**src/rtl/biu_bus_controller.sv**
```systemverilog
`default_nettype none
// +----------------------------------------------------------------------------+
// | Module      : biu_bus_controller                                           |
// | Description : 8088 bus interface unit: T1-T4 bus sequencer, EU/prefetch    |
// |               arbitration, byte prefetch queue, 20-bit address formation.  |
// |               Optional macro WAIT_STATES_EN adds the ready input / Tw.     |
// | Revision    : 1.0 - initial release                                        |
// +----------------------------------------------------------------------------+
module biu_bus_controller #(
  parameter int QUEUE_DEPTH = 4,
  parameter int ADDR_W      = 20
) (
  input  logic              clk,
  input  logic              reset,
  input  logic [15:0]       cs_base,
  input  logic [15:0]       ip_start,
  input  logic              ip_load,
  input  logic              eu_req,
  input  logic              eu_wr,
  input  logic              eu_byte,
  input  logic [15:0]       eu_seg,
  input  logic [15:0]       eu_offset,
  input  logic [15:0]       eu_wdata,
  output logic              eu_ack,
  output logic [15:0]       eu_rdata,
  output logic [7:0]        q_byte,
  output logic              q_valid,
  input  logic              q_pop,
  output logic [ADDR_W-1:0] Direction,
  output logic              RD_WR,
  output logic              EN,
  output logic [7:0]        Data_out,
  output logic              Data_oe,
  input  logic [7:0]        Data_in
`ifdef WAIT_STATES_EN
  ,
  input  logic              ready
`endif
);

  localparam int PTR_W = $clog2(QUEUE_DEPTH);
  localparam int CNT_W = PTR_W + 1;
  localparam logic [CNT_W-1:0] C_FULL = CNT_W'(QUEUE_DEPTH);

  typedef enum logic [2:0] {
    S_IDLE = 3'd0,
    S_T1   = 3'd1,
    S_T2   = 3'd2,
    S_T3   = 3'd3,
    S_TW   = 3'd4,
    S_T4   = 3'd5
  } state_t;

  state_t                        state_q, state_d;
  logic                          cyc_eu_q, cyc_eu_d;
  logic                          cyc_wr_q, cyc_wr_d;
  logic                          eu_word_q, eu_word_d;
  logic                          word_lo_q, word_lo_d;
  logic [ADDR_W-1:0]             addr_q, addr_d;
  logic [7:0]                    wbyte_q, wbyte_d;
  logic [7:0]                    wdata_hi_q, wdata_hi_d;
  logic [15:0]                   seg_q, seg_d;
  logic [15:0]                   off_q, off_d;
  logic [7:0]                    lo_byte_q, lo_byte_d;
  logic [15:0]                   eu_rdata_q, eu_rdata_d;
  logic [15:0]                   fetch_off_q, fetch_off_d;
  logic                          pf_en_q, pf_en_d;
  logic                          discard_q, discard_d;
  logic [QUEUE_DEPTH-1:0][7:0]   mem_q, mem_d;
  logic [PTR_W-1:0]              wr_ptr_q, wr_ptr_d;
  logic [PTR_W-1:0]              rd_ptr_q, rd_ptr_d;
  logic [CNT_W-1:0]              count_q, count_d;

  logic w_sample;
  logic w_wait;
  logic w_push;
  logic w_pop;
  logic w_arb;
  logic w_in_data_phase;

`ifdef WAIT_STATES_EN
  assign w_sample = (state_q == S_T3 || state_q == S_TW) && ready;
  assign w_wait   = (state_q == S_T3 || state_q == S_TW) && !ready;
`else
  assign w_sample = (state_q == S_T3);
  assign w_wait   = 1'b0;
`endif

  function automatic logic [ADDR_W-1:0] phys_addr(input logic [15:0] seg, input logic [15:0] off);
    return ADDR_W'({seg, 4'h0}) + ADDR_W'(off);
  endfunction

  always_comb begin
    state_d     = state_q;
    cyc_eu_d    = cyc_eu_q;
    cyc_wr_d    = cyc_wr_q;
    eu_word_d   = eu_word_q;
    word_lo_d   = word_lo_q;
    addr_d      = addr_q;
    wbyte_d     = wbyte_q;
    wdata_hi_d  = wdata_hi_q;
    seg_d       = seg_q;
    off_d       = off_q;
    lo_byte_d   = lo_byte_q;
    eu_rdata_d  = eu_rdata_q;
    fetch_off_d = fetch_off_q;
    pf_en_d     = pf_en_q;
    discard_d   = discard_q;
    mem_d       = mem_q;
    wr_ptr_d    = wr_ptr_q;
    rd_ptr_d    = rd_ptr_q;
    count_d     = count_q;
    w_push      = 1'b0;
    w_arb       = 1'b0;

    case (state_q)
      S_IDLE:     w_arb   = 1'b1;
      S_T1:       state_d = S_T2;
      S_T2:       state_d = S_T3;
      S_T3, S_TW: state_d = w_wait ? S_TW : S_T4;
      S_T4:       w_arb   = 1'b1;
      default:    state_d = S_IDLE;
    endcase

    if (w_arb) begin
      state_d = S_IDLE;
      if (state_q == S_T4 && cyc_eu_q && word_lo_q) begin
        // High byte of a word transfer: same segment, offset+1 wrapping in 16 bits
        state_d   = S_T1;
        word_lo_d = 1'b0;
        addr_d    = phys_addr(seg_q, off_q + 16'd1);
        wbyte_d   = wdata_hi_q;
      end else if (eu_req && !(state_q == S_T4 && cyc_eu_q)) begin
        // The EU still holds eu_req during its own ack cycle, so it is not re-accepted then
        state_d    = S_T1;
        cyc_eu_d   = 1'b1;
        cyc_wr_d   = eu_wr;
        eu_word_d  = !eu_byte;
        word_lo_d  = !eu_byte;
        addr_d     = phys_addr(eu_seg, eu_offset);
        wbyte_d    = eu_wdata[7:0];
        wdata_hi_d = eu_wdata[15:8];
        seg_d      = eu_seg;
        off_d      = eu_offset;
        discard_d  = 1'b0;
      end else if (pf_en_q && count_q < C_FULL && !ip_load) begin
        state_d   = S_T1;
        cyc_eu_d  = 1'b0;
        cyc_wr_d  = 1'b0;
        eu_word_d = 1'b0;
        word_lo_d = 1'b0;
        addr_d    = phys_addr(cs_base, fetch_off_q);
        discard_d = 1'b0;
      end
    end

    if (w_sample && !cyc_wr_q) begin
      if (cyc_eu_q) begin
        if (word_lo_q)      lo_byte_d  = Data_in;
        else if (eu_word_q) eu_rdata_d = {Data_in, lo_byte_q};
        else                eu_rdata_d = {8'h00, Data_in};
      end else if (!discard_q && !ip_load) begin
        w_push = 1'b1;
      end
    end

    w_pop = q_pop && (count_q != '0) && !ip_load;

    if (ip_load) begin
      count_d     = '0;
      wr_ptr_d    = '0;
      rd_ptr_d    = '0;
      fetch_off_d = ip_start;
      pf_en_d     = 1'b1;
      if (!cyc_eu_q && state_q != S_IDLE && state_q != S_T4)
        discard_d = 1'b1;
    end else begin
      if (w_push) begin
        mem_d[wr_ptr_q] = Data_in;
        wr_ptr_d        = wr_ptr_q + PTR_W'(1);
        fetch_off_d     = fetch_off_q + 16'd1;
      end
      if (w_pop)
        rd_ptr_d = rd_ptr_q + PTR_W'(1);
      if (w_push && !w_pop)
        count_d = count_q + CNT_W'(1);
      else if (w_pop && !w_push)
        count_d = count_q - CNT_W'(1);
    end
  end

  always_ff @(posedge clk or posedge reset) begin
    if (reset) begin
      state_q     <= S_IDLE;
      cyc_eu_q    <= 1'b0;
      cyc_wr_q    <= 1'b0;
      eu_word_q   <= 1'b0;
      word_lo_q   <= 1'b0;
      addr_q      <= '0;
      wbyte_q     <= '0;
      wdata_hi_q  <= '0;
      seg_q       <= '0;
      off_q       <= '0;
      lo_byte_q   <= '0;
      eu_rdata_q  <= '0;
      fetch_off_q <= '0;
      pf_en_q     <= 1'b0;
      discard_q   <= 1'b0;
      mem_q       <= '0;
      wr_ptr_q    <= '0;
      rd_ptr_q    <= '0;
      count_q     <= '0;
    end else begin
      state_q     <= state_d;
      cyc_eu_q    <= cyc_eu_d;
      cyc_wr_q    <= cyc_wr_d;
      eu_word_q   <= eu_word_d;
      word_lo_q   <= word_lo_d;
      addr_q      <= addr_d;
      wbyte_q     <= wbyte_d;
      wdata_hi_q  <= wdata_hi_d;
      seg_q       <= seg_d;
      off_q       <= off_d;
      lo_byte_q   <= lo_byte_d;
      eu_rdata_q  <= eu_rdata_d;
      fetch_off_q <= fetch_off_d;
      pf_en_q     <= pf_en_d;
      discard_q   <= discard_d;
      mem_q       <= mem_d;
      wr_ptr_q    <= wr_ptr_d;
      rd_ptr_q    <= rd_ptr_d;
      count_q     <= count_d;
    end
  end

  assign w_in_data_phase = (state_q == S_T2) || (state_q == S_T3) ||
                           (state_q == S_TW) || (state_q == S_T4);

  assign Direction = (state_q != S_IDLE) ? addr_q : '0;
  assign RD_WR     = (state_q != S_IDLE) && cyc_wr_q;
  assign EN        = (state_q == S_T1);
  assign Data_oe   = cyc_wr_q && w_in_data_phase;
  assign Data_out  = Data_oe ? wbyte_q : 8'h00;
  assign eu_ack    = (state_q == S_T4) && cyc_eu_q && !word_lo_q;
  assign eu_rdata  = eu_rdata_q;
  assign q_valid   = (count_q != '0);
  assign q_byte    = q_valid ? mem_q[rd_ptr_q] : 8'h00;

endmodule
`default_nettype wire
```
**config.mk**
```make
export PLATFORM = sky130hd
export DESIGN_NAME = biu_bus_controller
export DESIGN_NICKNAME = d
export VERILOG_FILES = /design/src/rtl/biu_bus_controller.sv
export SDC_FILE = /design/constraint.sdc
export NUM_CORES = 1
export LEC_CHECK = 0
export CAP_MARGIN = 25
export CELL_PAD_IN_SITES_DETAIL_PLACEMENT = 1
export CELL_PAD_IN_SITES_GLOBAL_PLACEMENT = 2
export CORE_MARGIN = 4
export CORE_UTILIZATION = 36
export CTS_CLUSTER_DIAMETER = 200
export DETAILED_ROUTE_END_ITERATION = 7
export GPL_TIMING_DRIVEN = 0
export HOLD_SLACK_MARGIN = 0.15
export PLACE_DENSITY_LB_ADDON = 0.25
export SLEW_MARGIN = 20
export SYNTH_ARGS = -nofsm -noshare
export SYNTH_HDL_FRONTEND = slang
export SYNTH_SLANG_ARGS = --single-unit
```
**constraint.sdc**
```tcl
create_clock -name clk -period 15.8 [get_ports clk]
set_input_delay 3.16 -clock clk [delete_from_list [all_inputs] [get_ports clk]]
set_output_delay 3.16 -clock clk [all_outputs]
set_load 0.1 [all_outputs]
```
# Word level (Yosys, flattened, before mapping)

Cells that the tools add are included.

Output and inout bits: 57
Bits in registers: 156
Word-level logic and storage cells: 135
Bits of input ports: 95

Reductions and logical operators: 47
$lt $le $gt $ge: 4
Bitwise gates (word level): 3
Add/subtract/negate cells: 9
Equality and inequality tests: 7
Muxes and demuxes: 43

Operators by type and width:

| kind                                                        | count |
|---|---|
| two-way mux 20 bit                                          | 4 |
| adder 20 x 16 -> 20 bit                                     | 3 |
| two-way mux 16 bit                                          | 3 |
| two-way mux 8 bit                                           | 6 |
| adder 16 x 1 -> 16 bit (second input constant)              | 2 |
| bitwise mux 32 bit                                          | 1 |
| two-way mux 1 bit                                           | 18 |
| logical AND 1 bit                                           | 17 |
| binary-select mux 8 bit (select 2 bit)                      | 1 |
| demux 8 bit (select 2 bit)                                  | 1 |
| two-way mux 3 bit                                           | 4 |
| case mux 3 bit (4 select lines)                             | 1 |
| AND reduction 3 bit                                         | 4 |
| nonzero test 3 bit                                          | 4 |
| logical NOT 1 bit                                           | 9 |
| two-way mux 2 bit                                           | 4 |
| nonzero test 2 bit                                          | 4 |
| == test 3 x 2 -> 1 bit (second input constant)              | 2 |
| == test 3 bit (second input constant)                       | 2 |
| less-than comparator 2 x 3 -> 1 bit (second input constant) | 2 |
| AND reduction 2 bit                                         | 3 |
| adder 2 x 1 -> 2 bit (second input constant)                | 2 |
| OR reduction 2 bit                                          | 2 |
| adder 3 x 1 -> 3 bit (second input constant)                | 1 |
| 9 further kinds                                             | 13 |

# Depth between registers and ports, before layout

Depth in word-level cells: 10
Gate-level depth with buffers: 14
Depth with buffers taken out: 14

# Worst setup path after synthesis

Ideal clock, no wire load.

Path kind: reg-to-output
From: register state_q[1]
To: output EN
Stages on the path, launching flop included: 3
Required time: 12640 ps
Buffers on the path: 1
Arrival: 2815 ps
Setup slack: 9825 ps
Path through: dfrtp_1 > buf_1 > nor3b_1

Longest elaborated chain between the ends: 1

RTL lines:

| what                   | RTL line | text |
|---|---|---|
| from (decl)            | 54       | `state_t state_q, state_d;` |
| from (signal assigned) | 214      | `state_q <= state_d;` |
| == test 3 x 1 -> 1 bit | 241      | `assign EN = (state_q == S_T1);` |
| to (decl)              | 31       | `output logic EN,` |

No other way between the ends.

# Worst setup path in the final report

From: register state_q[1]
To: output Direction[5]

Longest elaborated chain between the ends: 2

RTL lines:

| what               | RTL line | text |
|---|---|---|
| nonzero test 3 bit | 239      | `assign Direction = (state_q != S_IDLE) ? addr_q : '0;` |
| two-way mux 20 bit | 239      |  |
| to (decl)          | 29       | `output logic [ADDR_W-1:0] Direction,` |

No other way between the ends.

==> out/qor.yml <==
r2r_slack_ns: 12.19
die_x_um: 169.9
dieArea_um2: 28860
hold_violations: 0
netlist_area_um2: 9435
cts_made_buffers: 17
ant_nets: 0
post-place-ws_ns: 9.704
grt_max_degree: 91
grt_pass1_wl_mm: 48.78
clk_latency_ns: 0.44
path_class: "reg2out"
fmax_ghz: 0.1551
boundaryPins: 152
clk_path_buf_depth: 2
relSlewSlack: 0.2959
grt_remaining_overflow: 0
skew_ns: 0.01605
routedWlPerCell_um: 19.88
cts_sinks: 156
antenna_found_initial: 0
grt-busiest-layer: "met2"
synth.avg_cell_area_um2: 9.055
yosysWarnings: 0
fin_cells: 1554
slew_violations: 0
vdd_ir_drop_max_mv: 0.1814
drive_gt1_frac: 0.08497
placement.io_buffers: 149
grt.met2_usage: 0.3591
synthCells: 1042
start_util: 0.3704
required_ns: 12.64
setup-tns-final_ns: 0
endpoint_kind: "output port"
dr.pass1.iters: 5
critPathMaxFanout: 10
timing.hold.ws_ns: 0.4701
clk_pin_slew_worst_paths_ns: 0.07
crit_buf_inv: 3
cap_viol_max_count: 0
cts_tree: "yes"
cts_max_level: 4
cp_cell_sequence: "buf_1 > nor3_1 > clkbuf_1 > nor2b_1 > clkdlybuf4s50_1"
async_reset_ff_frac: 1.000
rows: 58
cts-root-buf: "clkbuf_16"
powerDensity_nw_per_um2: 204.5
dpl.cell_count: 1522
cp_slowest_stage_delay_ns: 1.02
ctsResizeCount: 0
status: "finished, final reports clean"
layout.nets: 1354
syn2layout_area_growth_pct: 27.13
drcViolationCount: 0
rsz0062_at_grt: "no"
post_cts_buffers: 0
yosys-top-cells-area: "dfrtp_1 41%, nand2_1 8.7%, ha_1 5.8%, mux2_2 4.9%, o21ai_0 3.6%"
met1_usage: 0.3017
path_delay_family: "buffers and inverters"
synth-main-ff-cell: "dfrtp_1"
ys_seq_elements: 156
yosysMostFrequentCell: "nand2_1"
synth_cell_types: 75
fin_util: 0.4709
grt_pass1_vias: 8722
viasPerCell: 5.416
drt_wl_total_mm: 30.90
ys_seq_area_frac: 0.4137
synth_edf_count: 0
worst_slack_ns: 9.351
grt_usage: 0.2145
fin_crit_sh: 0.4081
place_congestion: 0.8372
synth_top_area_share: 0.4137
num_antenna_cells: 0
synthTopCellsByCount: "218 x nand2_1, 156 x dfrtp_1, 74 x nor2_1"
setup_viol: 0
synth.net_count: 1185
hp-class: "reg2reg"
worstSetupStartpointType: "flop"
holdBufCountCts: 0
die_h_um: 169.9
synth_top_cell_by_area: "dfrtp_1"
cp.arrival_ns: 3.29
leakage_nw: 5.354
vias: 8416
use_met3: 0.03600
core_um2: 25470
cp_slowest_cell: "clkdlybuf4s50_1"
fin_crit_ns: 6.449
tightest_slew_ns: 1.053
drt_iter0_markers: 456
post-dp-hpwl_mm: 23.23
==> layout by cell type, fill, tap and decap left out, types with 14 or more instances in the layout <==
cell,count
and2_1,16
a21oi_1,42
mux2_2,41
nor2b_1,23
nor2_1,74
a211oi_1,14
o21ai_0,68
ha_1,44
xnor2_1,28
nand3_1,26
and3_1,20
xor2_1,14
nand2_1,218
clkbuf_16,17
clkdlybuf4s50_1,149
clkbuf_1,38
inv_1,23
dfrtp_1,156
==> power breakdown <==
part	total, W	internal, W	switching [W]
clock	0.000430	0.000217	0.000213
combinational	0.00137	0.000414	0.000958
sequential	0.000652	0.000540	0.000112
total	0.00245	0.00117	0.00128
==> through the flow <==
step	cell area [um2]	power (W)
after detailed placement	11370	0.002032
after global routing	12000	0.002604
after global placement	11340	0.002004
after CTS	12000	0.002475
after floorplan	9435	0.001651
final	12000	0.002453
==> metal layers <==
| layer | vias up | wire length [um] | share of wire |
|---|---|---|---|
| li1 | 4019 | - | - |
| met1 | 4222 | 14770 | 0.48 |
| met2 | 167 | 14860 | 0.48 |
| met3 | 8 | 1141 | 0.037 |
| met4 | 0 | 128 | 0.0041 |
| met5 | - | 0 | 0 |
==> flip-flops by register name (all words and copies together) (netlist names), 16 cells and up <==
signal       count
fetch_off_q     16
seg_q           16
off_q           16
mem_q           32
addr_q          20
eu_rdata        16
==> kinds of logic (layout without fill, tap and decap cells) <==
kind of cell / Yosys count / after routing / synth area share
compound gates: 233 / 233 / 0.1611
mux: 62 / 62 / 0.08182
xor+xnor: 42 / 42 / 0.03899
buf+inv: 71 / 253 / 0.03050
fa+ha+maj: 48 / 48 / 0.06684
flops: 156 / 156 / 0.4137
simple gates: 430 / 430 / 0.2070
==> worst paths after layout <==
| check | startpoint | endpoint | cells after the start |
|---|---|---|---|
| max | state_q[1] | Direction[5] | 5 |
| min | pf_en_q | pf_en_q | 1 |
| max reg2reg | off_q[0] | addr_q[14] | 12 |
| min reg2reg | pf_en_q | pf_en_q | 1 |
| max in group asynchronous | reset | eu_rdata[4] | 3 |
| min in group asynchronous | reset | seg_q[11] | 2 |
==> cell type report <==
class | count | area, um2
sequential | 156 | 3904
fill | 2944 | 13480
timing repair buffer | 150 | 1519
inverter | 24 | 97.59
multi-input combinational | 815 | 5244
clock buffer | 17 | 425.4
tap | 330 | 412.9
clock inverter | 15 | 195.2
buffer | 47 | 197.7
(Power assumes the default switching activity.)
